## src/rtl/axi_line_fetch.sv

```systemverilog
// -----------------------------------------------------------------------------
// axi_line_fetch
//
// AXI4 read master that refills one cache line per request. A line request is
// accepted in IDLE, turned into a single INCR burst of LINE_WORDS beats on the
// AR channel, and the returned R beats are collected into a line buffer. The
// finished line is then held on the line_* outputs until downstream takes it.
// Only one request is in flight at a time.
//
// Parameters
//   LINE_WORDS  32-bit words per line (power of 2, 2..16); arlen = LINE_WORDS-1
//   OFF_W       byte-offset bits of a line, log2(LINE_WORDS*4)
//
// Ports
//   clk_i, rst_i        clock (rising edge) and synchronous active-high reset
//   req_valid_i/_ready_o, req_addr_i
//                       line request handshake; any byte address in the line
//   axi_ar*             AR channel: line-aligned start address, constant arlen
//   axi_r*              R channel: data, response, last, valid/ready
//   line_valid_o/_ready_i
//                       completed-line handshake towards downstream
//   line_addr_o         line-aligned address of the completed line
//   line_data_o         word k at bits [32k+31:32k], k = beat index
//   line_err_o          line is suspect (error response or rlast misplaced)
// -----------------------------------------------------------------------------
module axi_line_fetch #(
  parameter int unsigned LINE_WORDS = 8,
  parameter int unsigned OFF_W      = 5
) (
  input  logic                     clk_i,
  input  logic                     rst_i,
  // line request
  input  logic                     req_valid_i,
  input  logic [31:0]              req_addr_i,
  output logic                     req_ready_o,
  // AXI read address channel
  output logic [31:0]              axi_araddr_o,
  output logic [7:0]               axi_arlen_o,
  output logic                     axi_arvalid_o,
  input  logic                     axi_arready_i,
  // AXI read data channel
  input  logic [31:0]              axi_rdata_i,
  input  logic [1:0]               axi_rresp_i,
  input  logic                     axi_rlast_i,
  input  logic                     axi_rvalid_i,
  output logic                     axi_rready_o,
  // completed line
  output logic                     line_valid_o,
  output logic [31:0]              line_addr_o,
  output logic [32*LINE_WORDS-1:0] line_data_o,
  output logic                     line_err_o,
  input  logic                     line_ready_i
);

  localparam int unsigned       CNT_W     = (LINE_WORDS > 1) ? $clog2(LINE_WORDS) : 1;
  localparam logic [CNT_W-1:0]  LAST_BEAT = CNT_W'(LINE_WORDS - 1);
  localparam logic [7:0]        ARLEN     = 8'(LINE_WORDS - 1);

  typedef enum logic [2:0] {
    S_IDLE  = 3'd0,
    S_AR    = 3'd1,
    S_RD    = 3'd2,
    S_DRAIN = 3'd3,
    S_DONE  = 3'd4
  } state_e;

  state_e           state_q;
  logic             req_ready_q;
  logic             arvalid_q;
  logic             rready_q;
  logic             line_valid_q;
  logic             err_q;
  logic [31:0]      addr_q;
  logic [CNT_W-1:0] cnt_q;
  logic [31:0]      words_q [LINE_WORDS];

  logic             req_hs_s;
  logic             r_hs_s;
  logic             beat_bad_s;
  logic             capture_s;
  logic [31:0]      line_base_s;
  logic             unused_off_s;

  // Handshake and beat qualifiers. rready_q is only ever high in RD/DRAIN, so
  // beats offered in any other state are never accepted.
  always_comb begin
    req_hs_s    = req_valid_i & req_ready_q;
    r_hs_s      = axi_rvalid_i & rready_q;
    beat_bad_s  = (axi_rresp_i != 2'b00);
    capture_s   = r_hs_s & (state_q == S_RD) & ~rst_i;
    line_base_s = {req_addr_i[31:OFF_W], {OFF_W{1'b0}}};
  end

  // The byte offset inside the line is intentionally ignored.
  assign unused_off_s = ^req_addr_i[OFF_W-1:0];

  // Control FSM with all handshake outputs registered alongside the state.
  always_ff @(posedge clk_i) begin
    if (rst_i) begin
      state_q      <= S_IDLE;
      req_ready_q  <= 1'b1;
      arvalid_q    <= 1'b0;
      rready_q     <= 1'b0;
      line_valid_q <= 1'b0;
      err_q        <= 1'b0;
      addr_q       <= 32'h0000_0000;
      cnt_q        <= {CNT_W{1'b0}};
    end else begin
      case (state_q)
        S_IDLE: begin
          if (req_hs_s) begin
            addr_q      <= line_base_s;
            err_q       <= 1'b0;
            cnt_q       <= {CNT_W{1'b0}};
            req_ready_q <= 1'b0;
            arvalid_q   <= 1'b1;
            state_q     <= S_AR;
          end
        end

        S_AR: begin
          // address and length stay put until the slave takes them
          if (axi_arready_i) begin
            arvalid_q <= 1'b0;
            rready_q  <= 1'b1;
            state_q   <= S_RD;
          end
        end

        S_RD: begin
          if (r_hs_s) begin
            err_q <= err_q | beat_bad_s;
            if (cnt_q == LAST_BEAT) begin
              // counter parks on the last slot; it never wraps
              if (axi_rlast_i) begin
                rready_q     <= 1'b0;
                line_valid_q <= 1'b1;
                state_q      <= S_DONE;
              end else begin
                // slave is sending more than a line; swallow the rest
                err_q   <= 1'b1;
                state_q <= S_DRAIN;
              end
            end else begin
              cnt_q <= cnt_q + CNT_W'(1);
              if (axi_rlast_i) begin
                // burst ended early; unwritten slots keep stale data
                err_q        <= 1'b1;
                rready_q     <= 1'b0;
                line_valid_q <= 1'b1;
                state_q      <= S_DONE;
              end
            end
          end
        end

        S_DRAIN: begin
          if (r_hs_s && axi_rlast_i) begin
            rready_q     <= 1'b0;
            line_valid_q <= 1'b1;
            state_q      <= S_DONE;
          end
        end

        S_DONE: begin
          if (line_ready_i) begin
            line_valid_q <= 1'b0;
            req_ready_q  <= 1'b1;
            state_q      <= S_IDLE;
          end
        end

        default: begin
          // unreachable encodings fall back to a clean idle
          state_q      <= S_IDLE;
          req_ready_q  <= 1'b1;
          arvalid_q    <= 1'b0;
          rready_q     <= 1'b0;
          line_valid_q <= 1'b0;
          err_q        <= 1'b0;
          cnt_q        <= {CNT_W{1'b0}};
        end
      endcase
    end
  end

  // Line buffer: each accepted RD beat lands in the slot picked by the beat
  // counter. No reset; contents are meaningless until written.
  always_ff @(posedge clk_i) begin
    if (capture_s) begin
      words_q[cnt_q] <= axi_rdata_i;
    end
  end

  genvar k;
  generate
    for (k = 0; k < LINE_WORDS; k++) begin : g_line_out
      assign line_data_o[32*k +: 32] = words_q[k];
    end
  endgenerate

  assign req_ready_o   = req_ready_q;
  assign axi_araddr_o  = addr_q;
  assign axi_arlen_o   = ARLEN;
  assign axi_arvalid_o = arvalid_q;
  assign axi_rready_o  = rready_q;
  assign line_valid_o  = line_valid_q;
  assign line_addr_o   = addr_q;
  assign line_err_o    = err_q;

endmodule
```

## config.mk

```make
export PLATFORM = sky130hd
export DESIGN_NAME = axi_line_fetch
export DESIGN_NICKNAME = d
export VERILOG_FILES = /design/src/rtl/axi_line_fetch.sv
export SDC_FILE = /design/constraint.sdc
export NUM_CORES = 1
export LEC_CHECK = 0
export ABC_AREA = 1
export BUFFER_PORTS_ARGS = -buffer_cell sky130_fd_sc_hd__buf_2
export CORE_AREA = 2 2 157 159
export CTS_BUF_LIST = sky130_fd_sc_hd__clkbuf_4
export CTS_CLUSTER_SIZE = 30
export DETAILED_ROUTE_END_ITERATION = 8
export DIE_AREA = 0 0 159 161
export GPL_TIMING_DRIVEN = 0
export PLACE_DENSITY = 0.79
export SLEW_MARGIN = 20
export SYNTH_ARGS = -nofsm -noshare
export SYNTH_HDL_FRONTEND = slang
export SYNTH_SLANG_ARGS = --single-unit
```

## constraint.sdc

```tcl
create_clock -name clk_i -period 4.4 [get_ports clk_i]
set_input_delay 0.88 -clock clk_i [delete_from_list [all_inputs] [get_ports clk_i]]
set_output_delay 0.88 -clock clk_i [all_outputs]
set_load 0.05 [all_outputs]
```

==> results of run 1 <==
## logic make-up (layout without fill, tap and decap cells)
kind of cell,Yosys count,count (layout)
flip-flops,294,294
other,2,19
AND/OR/NAND/NOR,146,146
AO/OA/AOI/OAI,37,37
buffers and inverters,76,619
adder cells (fa/ha/maj),3,3
## area by class of cell
class | count | area share [%]
Timing Repair Buffer | 409 | 15.9
Antenna cell | 1 | 0.0186
Inverter | 21 | 0.604
Clock inverter | 22 | 0.854
Clock buffer | 112 | 6.24
Tap cell | 324 | 3.01
Buffer | 55 | 3.19
Sequential cell | 294 | 62.7
Multi-Input combinational cell | 204 | 7.48
## cell usage after synthesis, drive strengths merged
cell	instances
o21ai	34
edfxtp	256
nand4	4
dfxtp	38
a31oi	1
ha	3
nand2	40
clkbuf	3
buf	52
a21oi	2
nand3	12
nor3	7
nor2	83
conb	2
inv	21
## power by group through the flow
stage	clock network (mW)	logic (mW)	registers, mW
finish	2.25	1.74	3.28
floorplan	0	1.02	3.66
global placement	0	1.70	3.33
detailed placement	0	1.74	3.33
CTS	2.33	1.74	3.28
global route	2.48	1.86	3.30
## flip-flops by register name (all words and copies together) (netlist names)
| register | count |
|---|---|
| cnt_q | 3 |
| words_q | 256 |
| line_err_o | 1 |
| state_q | 3 |
| line_valid_o | 1 |
| axi_rready_o | 1 |
| axi_araddr_o | 27 |
| req_ready_o | 1 |
| axi_arvalid_o | 1 |
## per-stage QoR
| stage | setup slack (ns) | cells | hold WS [ns] | util, % |
|---|---|---|---|---|
| 2_1_floorplan | 0.431 | 574 | 0.505 | - |
| 3_3_place_gp | -1.90 | 1280 | 0.444 | 51.1 |
| 3_5_place_dp | 1.15 | 1307 | 0.449 | 52.2 |
| 4_1_cts | 1.51 | 1441 | 0.386 | 56.2 |
| 5_1_grt | 1.35 | 1442 | 0.373 | 56.2 |
| 6_report | 1.56 | 1442 | 0.455 | 56.2 |
## cell usage in the layout (no fill, tap or decap), drive strengths merged
cell	count
clkinvlp	2
diode	1
clkinv	18
clkbuf	115
nand3	12
a31oi	1
o21ai	34
nor2	83
ha	3
dfxtp	38
nand2	40
nand4	4
inv	23
conb	18
edfxtp	256
nor3	7
a21oi	2
buf	461
## worst max path at each step
stage | from | end | slack, ns | depth (start not counted)
CTS | state_q[1]$_SDFFE_PP0P_ | words_q[3][5]$_DFFE_PP_ | 1.51 | 9
finish | state_q[1]$_SDFFE_PP0P_ | words_q[3][5]$_DFFE_PP_ | 1.56 | 9
global placement | axi_rvalid_i | words_q[3][5]$_DFFE_PP_ | -1.90 | 5
floorplan | axi_rvalid_i | words_q[0][0]$_DFFE_PP_ | 0.43 | 4
detailed placement | axi_rvalid_i | words_q[3][28]$_DFFE_PP_ | 1.15 | 8
global route | state_q[1]$_SDFFE_PP0P_ | words_q[3][5]$_DFFE_PP_ | 1.35 | 9
## metal layers
metal	GRT usage [%]	vias up	wire [µm]
met2	33.9	370	12900
met4	6.03	0	424
met1	21.6	3058	9390
li1	-	3019	-
met3	5.80	36	2060
met5	0	-	0
## worst register-to-register path: stages, from the launching register on
cell and delay, ns:
dfxtp_1 0.46, inv_2 0.10, nor2_4 0.16, nand2_4 0.08, nor3_4 0.16, nand2_2 0.14
nor3_2 0.65, buf_4 0.34, buf_4 0.23, buf_4 0.22
==> reports/metrics.csv, run 1 <==
stage,metric,value,unit
pwr,switching_share,33.5,%
routing,vias_per_cell,4.50,
clocking,htree_num_levels,3,
placed_design,dp_hpwl,17.4,mm
floorplan,die_x,159,µm
sta,final.setup_skew,0.0719,ns
finish,nets,1135,
routing,ant_nets,0,
sta,relSlewSlack,44.7,%
setup_path,rr_startpoint,state_q[1]$_SDFFE_PP0P_,
setup_path,worst_path_largest_cell_delay,0.65,ns
pwr,p_comb_share,23.9,%
yosys,yosys.area.top_type,edfxtp_1,
sta,setup-tns-final,0,ns
global_routing,first_global_vias,6285,
routing,wl_per_cell,17.2,µm
setup_path,cp_top_family,simple AND/OR/NAND/NOR gates,
floorplan,die_h,161,µm
pwr,p_int,4.83,mW
setup_path,worst-endpoint-arrival,3.15,ns
global_routing,overflow,0,
setup_path,cp-end-kind,flop,
hold_path,hold_path.class,reg -> reg,
floorplan,die_area,25600,µm²
routing,post-route-drc-count,0,
clocking,cts.sinks,294,
global_routing,grt.total_usage,18.9,%
yosys,synth.area.mux_share,0,%
setup_path,worst-path-buf-inv,4,
setup_path,crit_fanout,9,
hold_path,hold-path-cell-count,2,
run_status,status,"complete, no violations",
finish,design_area,13500,µm²
setup_path,crit_top_cell,buf_4,
setup_path,start_kind,flop,
yosys,avgSynthCellArea,17.7,µm²
sta,final-hold-violation-count,0,
yosys,ys_ff_latch,294,
yosys,yosys_warnings,0,
floorplan,core-area,24000,µm²
routing,firstDrtPassIters,5,
sta,rsz0062_at_grt,false,
run,maxCapViolCount,0,
yosys,synthTopCellsByArea,"edfxtp_1, dfxtp_1, buf_4",
yosys,synth_cells,558,
finish,synthToLayoutAreaGrowth,36.6,%
floorplan,std_cell_rows,57,
setup_path,cp_slowest_cell,nor3_2,
routing,wl,24.7,mm
pwr,p_leak,5.77,nW
setup_path,r2r_end,words_q[3][5]$_DFFE_PP_,
yosys,synth_top_family_by_area,simple AND/OR/NAND/NOR gates,
floorplan,io_pins,406,
sta,fin_crit_sh,64.6,%
setup_path,rr_worst_depth,9,
global_routing,grt_max_degree,24,
yosys,synthSimpleGateAreaFrac,6.80,%
pwr,vdd_drop_max,0.434,mV
sta,tightest_slew,0.824,ns
pwr,p_sw,2.44,mW
yosys,synthAdderAreaFrac,0.381,%
clocking,cts_buffer_depth,3,
yosys,ys_seq_area_share,85.7,%
sta,fin_crit,2.84,ns
sta,setup_violations,0,
yosys,synth-compound-area-share,1.89,%
yosys,synth_area,9860,µm²
finish,register_area,8450,µm²
floorplan,start_util,41.2,%
sta,maxSlewViolCount,0,
setup_path,crit_path_cell_trace,inv_2 > nor2_4 > nand2_4 > nor3_4 > nand2_2 > nor3_2 > buf_4 > buf_4 > buf_4,
pwr,clkPwrFrac,31.0,%
pwr,power.density,540,nW/µm²
sta,fmax,352,MHz
clocking,cts_resized,0,
placed_design,routabilityCongestion,0.908,
finish,multi_input_area,1010,µm²
clocking,ctsHoldBuffers,0,
clocking,cts_tree,built,
setup_path,reg2reg_slack,1.56,ns
finish,fillers,1895,
setup_path,path_class,reg -> reg,
clocking,post-cts-setup-buffers,0,
finish,layout-drive-gt1-share,54.8,%
clocking,clock_latency,0.67,ns
routing,num_vias,6483,
hold_path,hold_start,line_valid_o$_SDFFE_PP0P_,
placed_design,place_area,12500,µm²
global_routing,antenna_found_initial,1,
yosys,synthXorXnorAreaFrac,0,%
hold_path,min_to,line_valid_o$_SDFFE_PP0P_,
clocking,path_clk_slew,0.07,ns
pwr,finalPower,7.27,mW
clocking,cts_root_buf,clkbuf_4,
setup_path,cp_data_required_time,4.71,ns
clocking,cts-buffers-inserted,74,
pwr,sequentialPowerShare,45.2,%
global_routing,grt_pass1_wl,36.5,mm
placed_design,io_buffers,382,
yosys,synth.distinct_cells,28,
routing,first_iter_violations,484,
yosys,synth_top_cell_area_share,77.9,%
(Power assumes the default switching activity.)
==> inputs of run 2 (changes only) <==
==> constraint.sdc (replaced) <==
create_clock -name clk_i -period 3 [get_ports clk_i]
set_input_delay 0.6 -clock clk_i [delete_from_list [all_inputs] [get_ports clk_i]]
set_output_delay 0.6 -clock clk_i [all_outputs]
set_load 0.05 [all_outputs]
==> reports/metrics.csv, run 2 (synthesis gave the netlist of run 1 again) <==
stage,metric,value,unit,change
run_status,status,"complete, no violations",,
setup_path,worst-endpoint-arrival,3.08,ns,-0.07 ns
pwr,finalPower,10.7,mW,+47%
global_routing,overflow,0,,unchanged
sta,fin_crit_sh,92.7,%,+28 points
setup_path,worst_path_largest_cell_delay,0.58,ns,-0.07 ns
global_routing,first_global_vias,6285,,unchanged
setup_path,crit_start,state_q[1]$_SDFFE_PP0P_,,
routing,wl,24.7,mm,-0.14%
routing,highest-signal-layer,met4,,
setup_path,rr_startpoint,state_q[1]$_SDFFE_PP0P_,,
floorplan,die_x,159,µm,unchanged
pwr,p_leak,5.77,nW,about the same
clocking,ctsHoldBuffers,0,,unchanged
setup_path,cp_data_required_time,3.30,ns,-1.41 ns
finish,multi_input_area,1010,µm²,+0.62%
placed_design,io_buffers,382,,unchanged
setup_path,cp-end-kind,flop,,
clocking,cts-buffers-inserted,74,,unchanged
finish,layout.cells.non_filler,1442,,unchanged
placed_design,place_inst,1307,,unchanged
pwr,vdd_drop_max,0.638,mV,+47%
routing,wl_met1,9.28,mm,-1.2%
sta,setup_violations,0,,unchanged
routing,wl_per_cell,17.1,µm,-0.14%
pwr,p_comb_share,23.9,%,about the same
finish,nets,1135,,unchanged
hold_path,hold_start,req_addr_i[29],,
finish,register_area,8450,µm²,unchanged
finish,largest_reg_flops,256,,unchanged
finish,layout-drive-gt1-share,54.8,%,unchanged
sta,final-hold-violation-count,0,,unchanged
run,maxCapViolCount,0,,unchanged
sta,fmax,360,MHz,+2.2%
setup_path,crit_fanout,10,,+1
sta,tightest_slew,0.730,ns,-0.0942 ns
routing,dr_wl_met2,12.8,mm,-0.43%
routing,firstDrtPassIters,4,,-1
clocking,htree_num_levels,3,,unchanged
clocking,cts.sinks,294,,unchanged
finish,regMostFlops,words_q,,
pwr,switching_share,33.6,%,about the same
placed_design,dp_hpwl,17.4,mm,unchanged
pwr,power.density,791,nW/µm²,+47%
routing,ant_nets,0,,unchanged
routing,first_iter_violations,446,,-7.9%
global_routing,grt_pass1_wl,36.5,mm,unchanged
finish,final_common_cell,buf_2,,
sta,maxSlewViolCount,0,,unchanged
clocking,cts_root_buf,clkbuf_4,,
setup_path,path_class,reg -> reg,,
clocking,clock_latency,0.67,ns,about the same
finish,synthToLayoutAreaGrowth,36.7,%,about the same
finish,final_cell_mix,"buf_2, edfxtp_1, clkbuf_4",,
sta,final.setup_skew,0.0693,ns,-0.00261 ns
clocking,cts_buffer_depth,3,,unchanged
routing,vias_per_cell,4.48,,-0.34%
finish,design_area,13500,µm²,about the same
floorplan,io_pins,406,,unchanged
setup_path,crit_top_cell,buf_4,,
pwr,p_sw,3.58,mW,+47%
pwr,clkPwrFrac,30.9,%,about the same
clocking,path_clk_slew,0.06,ns,about the same
floorplan,core-area,24000,µm²,unchanged
hold_path,hold_path.class,in -> reg,,
pwr,sequentialPowerShare,45.2,%,about the same
floorplan,start_util,41.2,%,unchanged
sta,fin_crit,2.78,ns,-0.0624 ns
floorplan,std_cell_rows,57,,unchanged
placed_design,routabilityCongestion,0.908,,unchanged
sta,rsz0062_at_grt,false,,
global_routing,grt.total_usage,18.9,%,unchanged
setup_path,cp_slowest_cell,nor3_2,,
placed_design,place_area,12500,µm²,unchanged
routing,wl_met3,2.16,mm,+4.8%
routing,post-route-drc-count,0,,unchanged
clocking,cts_tree,built,,
pwr,p_int,7.09,mW,+47%
global_routing,antenna_found_initial,1,,unchanged
finish,fillers,1892,,-0.16%
setup_path,crit_path_cell_trace,inv_2 > nor2_4 > nand2_4 > nor3_4 > nand2_2 > nor3_2 > buf_4 > buf_4 > buf_4,,
global_routing,grt_max_degree,24,,unchanged
setup_path,start_kind,flop,,
floorplan,die_area,25600,µm²,unchanged
sta,fin_hold_ws,0.182,ns,-0.274 ns
routing,num_vias,6461,,-0.34%
sta,relSlewSlack,51.1,%,+6.3 points
floorplan,die_h,161,µm,unchanged
[run 2: cell types whose count changed in the layout (fill, tap and decap cells not counted)]
cell    delta
nor3_4     +1
nor3_2     -1
[run 2: power groups by stage]
stage / logic [mW] / clock network, mW / registers (mW)
floorplan: 1.49 / 0 / 5.37
CTS: 2.56 / 3.41 / 4.81
global route: 2.73 / 3.64 / 4.84
global placement: 2.50 / 0 / 4.89
finish: 2.55 / 3.30 / 4.82
detailed placement: 2.55 / 0 / 4.89
[run 2: worst paths after layout]
kind / slack [ns] / end / depth (start not counted)
max: 0.22 / words_q[6][28]$_DFFE_PP_ / 9
min: 0.18 / axi_araddr_o[29]$_SDFFE_PP0P_ / 3
min reg2reg: 0.46 / line_valid_o$_SDFFE_PP0P_ / 2
max reg2reg: 0.22 / words_q[6][28]$_DFFE_PP_ / 9
[run 2: what timing repair did]
action | 4_1_cts | 5_1_grt
gates resized for setup | 0 | 1
endpoints found under the setup margin | 0 | 5
setup buffers | 0 | 0
[run 2: area by class of cell]
cell class	instances	area share (%)
Antenna cell	1	0.0186
Multi-Input combinational cell	204	7.52
Inverter	21	0.603
Sequential cell	294	62.7
Buffer	55	3.19
Clock buffer	112	6.24
Clock inverter	22	0.854
Tap cell	324	3.01
Timing Repair Buffer	409	15.9
[run 2: per-layer routing]
layer  track usage [%]  up-vias
li1                  -     3015
met1              21.6     3027
met2              33.9      380
met3              5.80       39
met4              6.03        0
met5                 0        -
[run 2: per-stage QoR]
stage | util [%] | setup TNS (ns) | setup WS, ns
2_1_floorplan | - | -159.37 | -0.830
3_3_place_gp | 51.1 | -618.34 | -3.02
3_5_place_dp | 52.2 | 0 | 0.0339
4_1_cts | 56.2 | 0 | 0.112
5_1_grt | 56.3 | 0 | 0.0179
6_report | 56.3 | 0 | 0.220
[run 2: worst max-delay path, delay by kind of cell, from the launching register on]
family,cells,cell delay [ns]
buffers and inverters,4,0.89
DFF,1,0.46
and+or+nand+nor,5,1.12
